File: src/rtl/ysyx_24080006_hpm_counter_bank.sv
// Bank of event-selectable hardware performance counters with sticky overflow
// flags and an atomic snapshot copy for coherent multi-word CSR reads.
module ysyx_24080006_hpm_counter_bank #(
  parameter int NUM_CNT    = 4,
  parameter int CNT_WIDTH  = 64,
  parameter int NUM_EVENTS = 16,
  parameter int SEL_W      = $clog2(NUM_EVENTS),
  parameter int IDX_W      = (NUM_CNT > 1) ? $clog2(NUM_CNT) : 1
) (
  input  logic                  clock,
  input  logic                  reset_n,
  input  logic [NUM_EVENTS-1:0] event_i,
  input  logic                  cfg_we,
  input  logic [IDX_W-1:0]      cfg_idx,
  input  logic [SEL_W-1:0]      cfg_sel,
  input  logic                  cfg_inhibit,
  input  logic                  cnt_we_lo,
  input  logic                  cnt_we_hi,
  input  logic [IDX_W-1:0]      wr_idx,
  input  logic [31:0]           wdata,
  input  logic                  snap_req,
  input  logic [IDX_W-1:0]      rd_idx,
  input  logic                  rd_snap,
  output logic [31:0]           rdata_lo,
  output logic [31:0]           rdata_hi,
  output logic [NUM_CNT-1:0]    ovf_flags,
  output logic                  ovf_irq
);

  localparam int HI_W     = CNT_WIDTH - 32;
  localparam int EV_PAD_W = 1 << SEL_W;

  typedef logic [CNT_WIDTH-1:0] cnt_t;

  cnt_t                cnt_q    [NUM_CNT];
  cnt_t                shadow_q [NUM_CNT];
  cnt_t                cnt_d    [NUM_CNT];
  logic [SEL_W-1:0]    sel_q    [NUM_CNT];
  logic [NUM_CNT-1:0]  inhibit_q;
  logic [NUM_CNT-1:0]  wr_hit;
  logic [NUM_CNT-1:0]  wrap;
  logic [EV_PAD_W-1:0] ev_pad;
  cnt_t                rd_val;

  // Selects at or beyond NUM_EVENTS land on the zero padding and never count.
  assign ev_pad = EV_PAD_W'(event_i);

  // NOTE: every always_comb output gets a default before any branch, so no latch is inferred.
  always_comb begin
    for (int i = 0; i < NUM_CNT; i++) begin
      cnt_d[i]  = cnt_q[i];
      wrap[i]   = 1'b0;
      wr_hit[i] = (wr_idx == IDX_W'(i)) && (cnt_we_hi || cnt_we_lo);
      if ((wr_idx == IDX_W'(i)) && cnt_we_hi) begin
        cnt_d[i][CNT_WIDTH-1:32] = wdata[HI_W-1:0];
      end else if ((wr_idx == IDX_W'(i)) && cnt_we_lo) begin
        cnt_d[i][31:0] = wdata;
      end else if (!inhibit_q[i] && ev_pad[sel_q[i]]) begin
        cnt_d[i] = cnt_q[i] + cnt_t'(1);
        wrap[i]  = &cnt_q[i];
      end
    end
  end

  // NOTE: counter and shadow arrays are cleared element by element because software
  // relies on them reading zero after reset; they are not left as unreset storage.
  // NOTE: state uses <= so every register samples pre-edge values; this is what lets
  // the shadow capture the pre-increment count and config changes apply a cycle late.
  always_ff @(posedge clock or negedge reset_n) begin
    if (!reset_n) begin
      for (int i = 0; i < NUM_CNT; i++) begin
        cnt_q[i]    <= '0;
        shadow_q[i] <= '0;
        sel_q[i]    <= '0;
      end
      inhibit_q <= '0;
      ovf_flags <= '0;
      ovf_irq   <= 1'b0;
    end else begin
      for (int i = 0; i < NUM_CNT; i++) begin
        cnt_q[i] <= cnt_d[i];
        if (snap_req) begin
          shadow_q[i] <= cnt_q[i];
        end
        if (cfg_we && (cfg_idx == IDX_W'(i))) begin
          sel_q[i]     <= cfg_sel;
          inhibit_q[i] <= cfg_inhibit;
        end
      end
      // A write blocks the increment, so clear and set never collide on one counter.
      ovf_flags <= (ovf_flags & ~wr_hit) | wrap;
      ovf_irq   <= |wrap;
    end
  end

  always_comb begin
    rd_val = '0;
    for (int i = 0; i < NUM_CNT; i++) begin
      if (rd_idx == IDX_W'(i)) begin
        rd_val = rd_snap ? shadow_q[i] : cnt_q[i];
      end
    end
  end

  assign rdata_lo = rd_val[31:0];
  assign rdata_hi = 32'(rd_val[CNT_WIDTH-1:32]);

endmodule

File: config.mk
export PLATFORM = sky130hd
export DESIGN_NAME = ysyx_24080006_hpm_counter_bank
export DESIGN_NICKNAME = d
export VERILOG_FILES = /design/src/rtl/ysyx_24080006_hpm_counter_bank.sv
export SDC_FILE = /design/constraint.sdc
export NUM_CORES = 1
export LEC_CHECK = 0
export ABC_CLOCK_PERIOD_IN_PS = 4000
export BUFFER_PORTS_ARGS = -buffer_cell sky130_fd_sc_hd__clkbuf_2
export CAP_MARGIN = 30
export CORE_MARGIN = 2
export CORE_UTILIZATION = 55
export CTS_CLUSTER_DIAMETER = 60
export DETAILED_ROUTE_END_ITERATION = 6
export PLACE_DENSITY = 0.79
export SLEW_MARGIN = 0
export SYNTH_ARGS = -nofsm -noshare
export SYNTH_HDL_FRONTEND = slang
export SYNTH_SLANG_ARGS = --single-unit
File: constraint.sdc
create_clock -name clock -period 4 [get_ports clock]
set_input_delay 0.6 -clock clock [delete_from_list [all_inputs] [get_ports clock]]
set_output_delay 0.6 -clock clock [all_outputs]
set_load 0.05 [all_outputs]
Word-level counts from Yosys, hierarchy flattened
Cells that the tools add are included.

Register bits after elaboration: 537. Input port bits: 66. Output and inout port bits: 69. Word-level logic and storage cells: 143.

Add/subtract/negate cells: 4. Magnitude comparators: 4. Equal/unequal tests: 13. Mux-type cells: 44. Bitwise operators: 7. Reductions and logical operators: 49.

Operator list (number): two-way mux 64 bit (12); two-way mux 32 bit (12); adder 64 x 1 -> 64 bit, second input constant (4); AND reduction 64 bit (4); logical AND 1 bit (20); < comparator 4 x 5 -> 1 bit, second input constant (4); binary-select mux 1 bit (select 4 bit) (4); two-way mux 1 bit (16); AND reduction 2 bit (8); nonzero test 2 bit (8); equality test 2 bit, second input constant (6); != test 2 bit, second input constant (4); equality test 2 x 1 -> 1 bit, second input constant (3); logical NOT 2 bit (3); AND 4 bit (1); logical NOT 1 bit (4); NOT 1 bit (4); NOT 4 bit (1); OR 4 bit (1); OR reduction 4 bit (1); logical OR 1 bit (1).

Depth between registers and ports, before layout
Gate-level depths: netlist (run 1).

Depth in word-level cells: 7. Gate-level depth with buffers: 9. Mapped depth without buffers: 7.

Worst setup path after synthesis (run 1)
Ideal clock, no wire load.

Path kind: input to output. From: in rd_idx[0]. To: out rdata_hi[22]. Data arrival time: 3.478 ns. Data required time: 3.400 ns. Path slack: -0.078 ns. Stages: 7. Buffers on the path: 5. Cells stage by stage: clkbuf_1 > buf_1 > buf_1 > clkbuf_1 > nand2_1 > clkbuf_1 > o21ai_0.

Cells in the longest elaborated chain, start to end: 5. Elaborated cells on any way between the ends: 8. Classes of those cells: eq/ne (3); mux (4); reduce/logical (1).

RTL lines: start, declared (line 22) `input logic [IDX_W-1:0] rd_idx,`; logical NOT 2 bit (line 99) `if (rd_idx == IDX_W'(i)) begin`; two-way mux 64 bit (3 in a row) (line 99); two-way mux 64 bit (*) (line 99); end, declared (line 25) `output logic [31:0] rdata_hi,`.

Every way passes the cells marked *; elsewhere a longest branch is shown, timed or not.

Worst setup path after layout (run 1)
From: reg sel_q[0] (netlist name). To: reg cnt_q[17] (netlist name).

Cells in the longest elaborated chain, start to end: 5.

RTL lines: start, declared (line 38) `logic [SEL_W-1:0] sel_q [NUM_CNT];`; start signal, assigned by index (line 86) `sel_q[i] <= cfg_sel;`; binary-select mux 1 bit (select 4 bit) (line 58) `end else if (!inhibit_q[i] && ev_pad[sel_q[i]]) begin`; two-way mux 1 bit (implied by the code) (line 58); logical AND 1 bit (line 58); nonzero test 2 bit (no line); AND reduction 2 bit (no line); end signal, assigned by index (line 81) `cnt_q[i] <= cnt_d[i];`; end, declared (line 35) `cnt_t cnt_q [NUM_CNT];`.

Every way passes these cells. The select of a mux whose other input is x is not followed. A chain may end at the register's enable or synchronous reset.

==> results.md, run 1 <==
* Clock Skews at 0.02775 ns
* Dpl hpwl at 75.12 mm
* DRC at 0
* Vias in the first global route at 26140
* Top cells by area, synth: dfrtp_1 (43%), mux2_2 (12%), mux4_2 (9.2%)
* RR Startpoint: sel_q[0]
* Syn Inst Count at 2972
* Final slew viol count at 0
* Detailed Route WL at 108.4 mm
* Run status: finished clean
* Ratio of cells with drive above 1 in the final layout at 27.14%
* Netlist cell types at 94
* Synth warnings at 0
* Final net count at 3088
* Met1 Use GR at 50.37%
* Antenna violations before repair at 3
* M3 GR Usage at 11.88%
* Most common cell in the netlist: dfrtp_1
* CTS tree: built
* Die area at 58920 um^2
* Post-Syn Nets at 3042
* Pwr Total at 20.23 mW
* Switching Fraction at 36.80%
* Static Leak at 13.55 nW
* Num rows at 87
* Worst endpoint required time at 4.53 ns
* Pin count of the biggest net entering global routing at 95
* Worst Setup Start Kind: flip-flop
* Slowest stage delay, CP at 0.57 ns
* Top cell type by total area after synthesis: dfrtp_1
* Via count at 27240
* Main synth FF type: dfrtp_1
* CTS resizes at 0
* Net switching power at 7.446 mW
* Initial DRT Pass Iterations at 6
* #FFs+latches synth at 537
* Slew headroom at 35.82%
* Worst-margin pin slew at 0.9606 ns
* First-pass GRT wire length at 162.9 mm
* Crit path max fanout at 13
* Post-synthesis cell area at 31340 um^2
* Wire length per cell at 28.36 um
* Most Used Layer, Global Route: met2
* Critical path origin: sel_q[0]
* GRT Total Usage at 36.42%
* Maximum root-to-sink buffer count at 3
* Util after Layout at 62.07%
* CP top delay family: compound AO/OA/AOI/OAI gates
* Internal at 12.79 mW
* Hold crit path type: in2reg
* Cell chain of the critical path: mux4_2, o21ai_1, o22ai_1, or2_1, o21a_1, a21boi_0
* Grt total ovfl at 0
* # IOs at 135
* Reg clk slew, reported paths at 0.06 ns
* Sequential area share after synthesis at 42.87%
* Clock sinks at 537
* Critical-path top delay cell: mux4_2
* Post-synth EDFFs at 0
* Initial Util at 55.59%
* Hold path start: cfg_sel[2]
* Top cell type's share of synthesized area at 42.87%
* Placed instance count at 3712
* Clock root buffer: clkbuf_16
* RSZ-0062 raised after global routing: false
* Die height at 242.7 um
* Initial drt markers at 3873
* GP Congestion at 0.9805
* Sequential Power Share at 42.2%
* Number of H-tree levels at 2
* Worst setup path category: reg2reg
* Clock latency on the worst-skew pair at 0.63 ns
* CP Capture Type: flip-flop
* Worst path arrival time at 3.82 ns
* Crit share post-route at 82.39%
* Syn-to-layout area delta at 11.66%
* Power per Cell Area at 578.1 nW/um^2
* Number of buffers created by CTS at 58
* Fin cells at 3824
* Via/cell ratio at 7.122
* Met2 GRT Util at 51.32%
* Number of port buffers at 134
* Combinational share of power at 28.7%
* Clock share of power at 29.2%
* Fillers at 4389
* Worst Path Buf+Inv at 0
* Antenna-violating nets left at 0
* Min Tclk post-route at 3.296 ns
* Async SR Flop Fraction at 100.0%
* Synth cell count leaders: dfrtp_1 (537), mux2_2 (333), nand2_1 (255)
* Core area at 56390 um^2
* Fmax at 303.4 MHz
* Final setup viols at 0
* Synthesized area per cell at 10.55 um^2
* Max Cap Viol at 0
* Die W at 242.7 um
* Final hold violation count at 0
* VDD IR max at 0.3463 mV
==> layer usage <==
layer / part of all wire (%) / routed length [um]
met4: 5.7 / 6214
met3: 15 / 15940
met5: 0.052 / 56
met2: 42 / 45600
met1: 37 / 40630
==> power by group through the flow <==
stage | sequential [mW] | clock, mW | combinational, mW
2_1_floorplan | 7.73 | 0 | 4.21
3_3_place_gp | 8.36 | 0 | 5.47
3_5_place_dp | 8.48 | 0 | 5.64
4_1_cts | 8.41 | 5.92 | 5.68
5_1_grt | 8.66 | 6.15 | 6.11
6_report | 8.54 | 5.90 | 5.80
==> sequential cells by signal (all words and copies together) (netlist names) <==
signal     count
ovf_flags      4
ovf_irq        1
cnt_q        256
sel_q         16
shadow_q     256
inhibit_q      4
==> placed cells by master (no fill, tap or decap), drive strengths merged, types with 14 or more instances in the layout <==
cell type  instances
a2111oi           16
a211oi            16
a21oi             99
a22oi             51
a2bb2oi           20
a31oi             53
and2              35
and3              43
and4              31
buf               99
clkbuf           211
clkinv            14
dfrtp            537
inv               52
mux2             334
mux2i             47
mux4             129
nand2            256
nand3            142
nand4             78
nor2             165
nor3              63
nor4              54
o211ai            28
o21ai            153
o22ai             24
o311ai            16
or3               34
or4               18
xnor2             59
==> path summary, 6_finish.rpt <==
check | end | slack [ns] | cells after the start
setup / recovery | cnt_q[17] | 0.70 | 6
hold / removal | sel_q[2] | 0.27 | 2
setup reg to reg | cnt_q[17] | 0.70 | 6
hold reg to reg | ovf_flags[0] | 0.48 | 2
max in group asynchronous | cnt_q[65] | 2.39 | 3
min in group asynchronous | cnt_q[248] | 0.53 | 2
==> per-stage QoR <==
stage / hold WS, ns / instance area, um^2 / setup TNS, ns / setup slack [ns]
detailed placement: 0.4701 / 32880 / 0 / 0.6905
global route: 0.2753 / 34990 / 0 / 0.6208
global placement: 0.4665 / 32880 / 0 / 0.7033
CTS: 0.2514 / 34980 / 0 / 0.7869
floorplan: 0.3044 / 31340 / -0.3110 / -0.07775
finish: 0.2664 / 35000 / 0 / 0.7042
==> area by class of cell <==
cell class                 count  area, um^2  area share [%]
multi-input combinational   2140       16760           47.90
timing repair buffer         230        1556           4.447
tap                          756       945.9           2.703
sequential                   537       13440           38.40
clock buffer                  81        1719           4.912
antenna                        2       5.005         0.01430
inverter                      51       191.4          0.5470
clock inverter                27       379.1           1.083
==> worst register-to-register path: stages, from the launching register on <==
cell and delay (ns):
dfrtp_1 0.52, mux4_2 0.58, o21ai_1 0.43, o22ai_1 0.39, or2_1 0.54, o21a_1 0.48
a21boi_0 0.26
==> cell families after synthesis <==
| kind of cell | after synthesis | synth area share (%) |
|---|---|---|
| flops | 537 | 42.87 |
| mux | 510 | 22.78 |
| xor+xnor | 71 | 1.984 |
| simple gates | 964 | 15.77 |
| buf+inv | 295 | 3.836 |
| compound gates | 591 | 12.59 |
| fa+ha+maj | 4 | 0.1597 |
==> what timing repair did <==
action / in CTS / in global routing
hold buffers: 1 / 0
buffers inserted: 0 / 0
hold endpoints to repair: 3 / 0
No activity file was read; power rests on OpenSTA's default activity.
==> inputs of run 2 (changes only) <==
- ABC_CLOCK_PERIOD_IN_PS: 4000 -> 3300
- clock period: 4 -> 3.3 ns (I/O delays scaled with it)
==> results.md, run 2 (synthesis gave the netlist of run 1 again) <==
* CTS resizes at 0 (unchanged)
* Met1 Use GR at 51.33% (+0.96 points)
* Power per Cell Area at 690.7 nW/um^2 (+19%)
* First-pass GRT wire length at 168.1 mm (+3.2%)
* Grt total ovfl at 0 (unchanged)
* Post-CTS setup buffers at 0 (unchanged)
* Wire length per cell at 28.60 um (+0.87%)
* Crit share post-route at 92.86% (+10 points)
* Static Leak at 13.88 nW (+2.4%)
* Dpl hpwl at 77.94 mm (+3.8%)
* Final slew viol count at 0 (unchanged)
* Cell Area, Placed at 33510 um^2 (+1.9%)
* Worst endpoint required time at 3.84 ns (-0.69 ns)
* Slew headroom at 24.59% (-11 points)
* CTS Hold Buffers Added at 1 (unchanged)
* Run status: complete, but fails checks
* Pin count of the biggest net entering global routing at 75 (-21%)
* Reg clk slew, reported paths at 0.06 ns (about the same)
* Worst Setup EP: ovf_irq
* Via/cell ratio at 7.076 (-0.65%)
* Die height at 242.7 um (unchanged)
* Number of H-tree levels at 2 (unchanged)
* Antenna violations before repair at 5 (+2)
* Final setup viols at 0 (unchanged)
* Ratio of cells with drive above 1 in the final layout at 28.49% (+1.4 points)
* Commonest non-fill, non-tap cell in the layout: dfrtp_1
* Clock root buffer: clkbuf_16
* Worst Setup Start Kind: flip-flop
* VDD IR max at 0.4402 mV (+27%)
* Num rows at 87 (unchanged)
* Place WS at 0.3152 ns (-0.3753 ns)
* Die area at 58920 um^2 (unchanged)
* Finished Cell Area at 35550 um^2 (+1.6%)
* GP Congestion at 1.006 (+2.6%)
* Hold crit path type: in2reg
* Final net count at 3155 (+2.2%)
* # IOs at 135 (unchanged)
* Antenna-violating nets left at 0 (unchanged)
* CTS tree: built
* Vias in the first global route at 26600 (+1.8%)
* Clock latency on the worst-skew pair at 0.64 ns (about the same)
* Fmax at 326.3 MHz (+7.6%)
* Detailed Route WL at 111.4 mm (+2.7%)
* Initial drt markers at 4037 (+4.2%)
* Worst setup path category: reg2reg
* Core area at 56390 um^2 (unchanged)
* Maximum root-to-sink buffer count at 3 (unchanged)
* Top flop regs: cnt_q x256, shadow_q x256, sel_q x16
* Die W at 242.7 um (unchanged)
* Worst path arrival time at 3.61 ns (-0.21 ns)
* Initial Util at 55.59% (unchanged)
* Number of buffers created by CTS at 59 (+1.7%)
* Failing checks: DRC
* Number of port buffers at 134 (unchanged)
* Syn-to-layout area delta at 13.42%
* R2R depth at 6 (unchanged)
* Flop-to-flop setup slack at 0.24 ns (-0.47 ns)
* Met2 GRT Util at 54.08% (+2.8 points)
* Initial DRT Pass Iterations at 7 (+1)
* Util after Layout at 63.05% (+0.98 points)
* Most Used Layer, Global Route: met2
* Max Cap Viol at 0 (unchanged)
* Area taken by multi-input logic gates at 16770 um^2 (about the same)
* Register Area at 13440 um^2 (unchanged)
* Clock sinks at 537 (unchanged)
* CP Capture Type: flip-flop
* RR Startpoint: cnt_q[11]
* Fillers at 4348 (-0.93%)
* DRC at 2 (+2)
* Worst-margin pin slew at 1.124 ns (+0.1637 ns)
* RSZ-0062 raised after global routing: false
* GRT Total Usage at 37.60% (+1.2 points)
* Via count at 27550 (+1.2%)
* Final WS setup at 0.2358 ns (-0.4684 ns)
* Min Tclk post-route at 3.064 ns (-0.2316 ns)
* Final hold violation count at 0 (unchanged)
* M3 GR Usage at 11.60% (-0.28 points)
* Critical path origin: cnt_q[11]
* Crit path max fanout at 10 (-3)
* Most frequent cells in the layout: dfrtp_1 (537), mux2_2 (333), nand2_1 (253)
* TNS Setup at 0 ns (unchanged)
* R2r endpoint: ovf_irq
* Clock Skews at 0.02282 ns (-0.004926 ns)
[run 2: changes by cell type in the layout (fill, tap and decap cells not counted), moves of 2 or more]
cell | before | now
o21ai_0 | 137 | 129
clkbuf_1 | 6 | 14
clkbuf_16 | 59 | 61
clkbuf_8 | 17 | 13
diode_2 | 2 | 4
buf_4 | 86 | 141
o21ai_1 | 16 | 23
bufinv_16 | 9 | 5
buf_12 | 10 | 21
[run 2: report_power, final]
group / internal (mW) / switching (mW)
Sequential: 8.22 / 1.89
Clock: 4.05 / 2.86
Combinational: 3.16 / 4.37
[run 2: metrics by stage]
stage | hold slack, ns | power [mW] | cells
3_5_place_dp | 0.4745 | 17.40 | 3777
5_1_grt | 0.1829 | 25.39 | 3890
3_3_place_gp | 0.4614 | 17.05 | 3775
6_report | 0.1689 | 24.56 | 3894
2_1_floorplan | 0.1994 | 14.48 | 2972
4_1_cts | 0.1462 | 24.29 | 3888
[run 2: how the worst min path moves through the flow]
| stage | slack (ns) | start | endpoint | depth (start not counted) |
|---|---|---|---|---|
| 2_1_floorplan | 0.20 | reset_n | cnt_q[0] | 0 |
| 5_1_grt | 0.18 | cfg_sel[2] | sel_q[14] | 2 |
| 4_1_cts | 0.15 | cfg_inhibit | inhibit_q[0] | 3 |
| 6_report | 0.17 | cfg_inhibit | inhibit_q[0] | 3 |
| 3_5_place_dp | 0.47 | ovf_flags[3] | ovf_flags[3] | 2 |
| 3_3_place_gp | 0.46 | ovf_flags[3] | ovf_flags[3] | 2 |
[run 2: routing by layer]
layer,vias to the layer above,share of wire (%),wire length [um]
li1,11520,-,-
met1,13700,38,41790
met2,1915,42,46990
met3,410,14,15710
met4,10,6.1,6831
met5,-,0.064,71
[run 2: worst max-delay path, cell delays in order, from the launching register on]
cell and delay [ns]:
dfrtp_1 0.55, and4_1 0.37, nand4_1 0.36, nor4_2 0.65, o2111ai_1 0.41, or3_1 0.52
nand4_1 0.13
[run 2: final cells by class]
class | count | area share, %
diodes | 4 | 0.02816
clock buffers | 87 | 4.906
clock inverters | 23 | 0.7496
inverters | 51 | 0.5385
multi-input cells | 2140 | 47.16
flip-flops and latches | 537 | 37.80
well taps | 756 | 2.661
repair buffers | 296 | 6.159
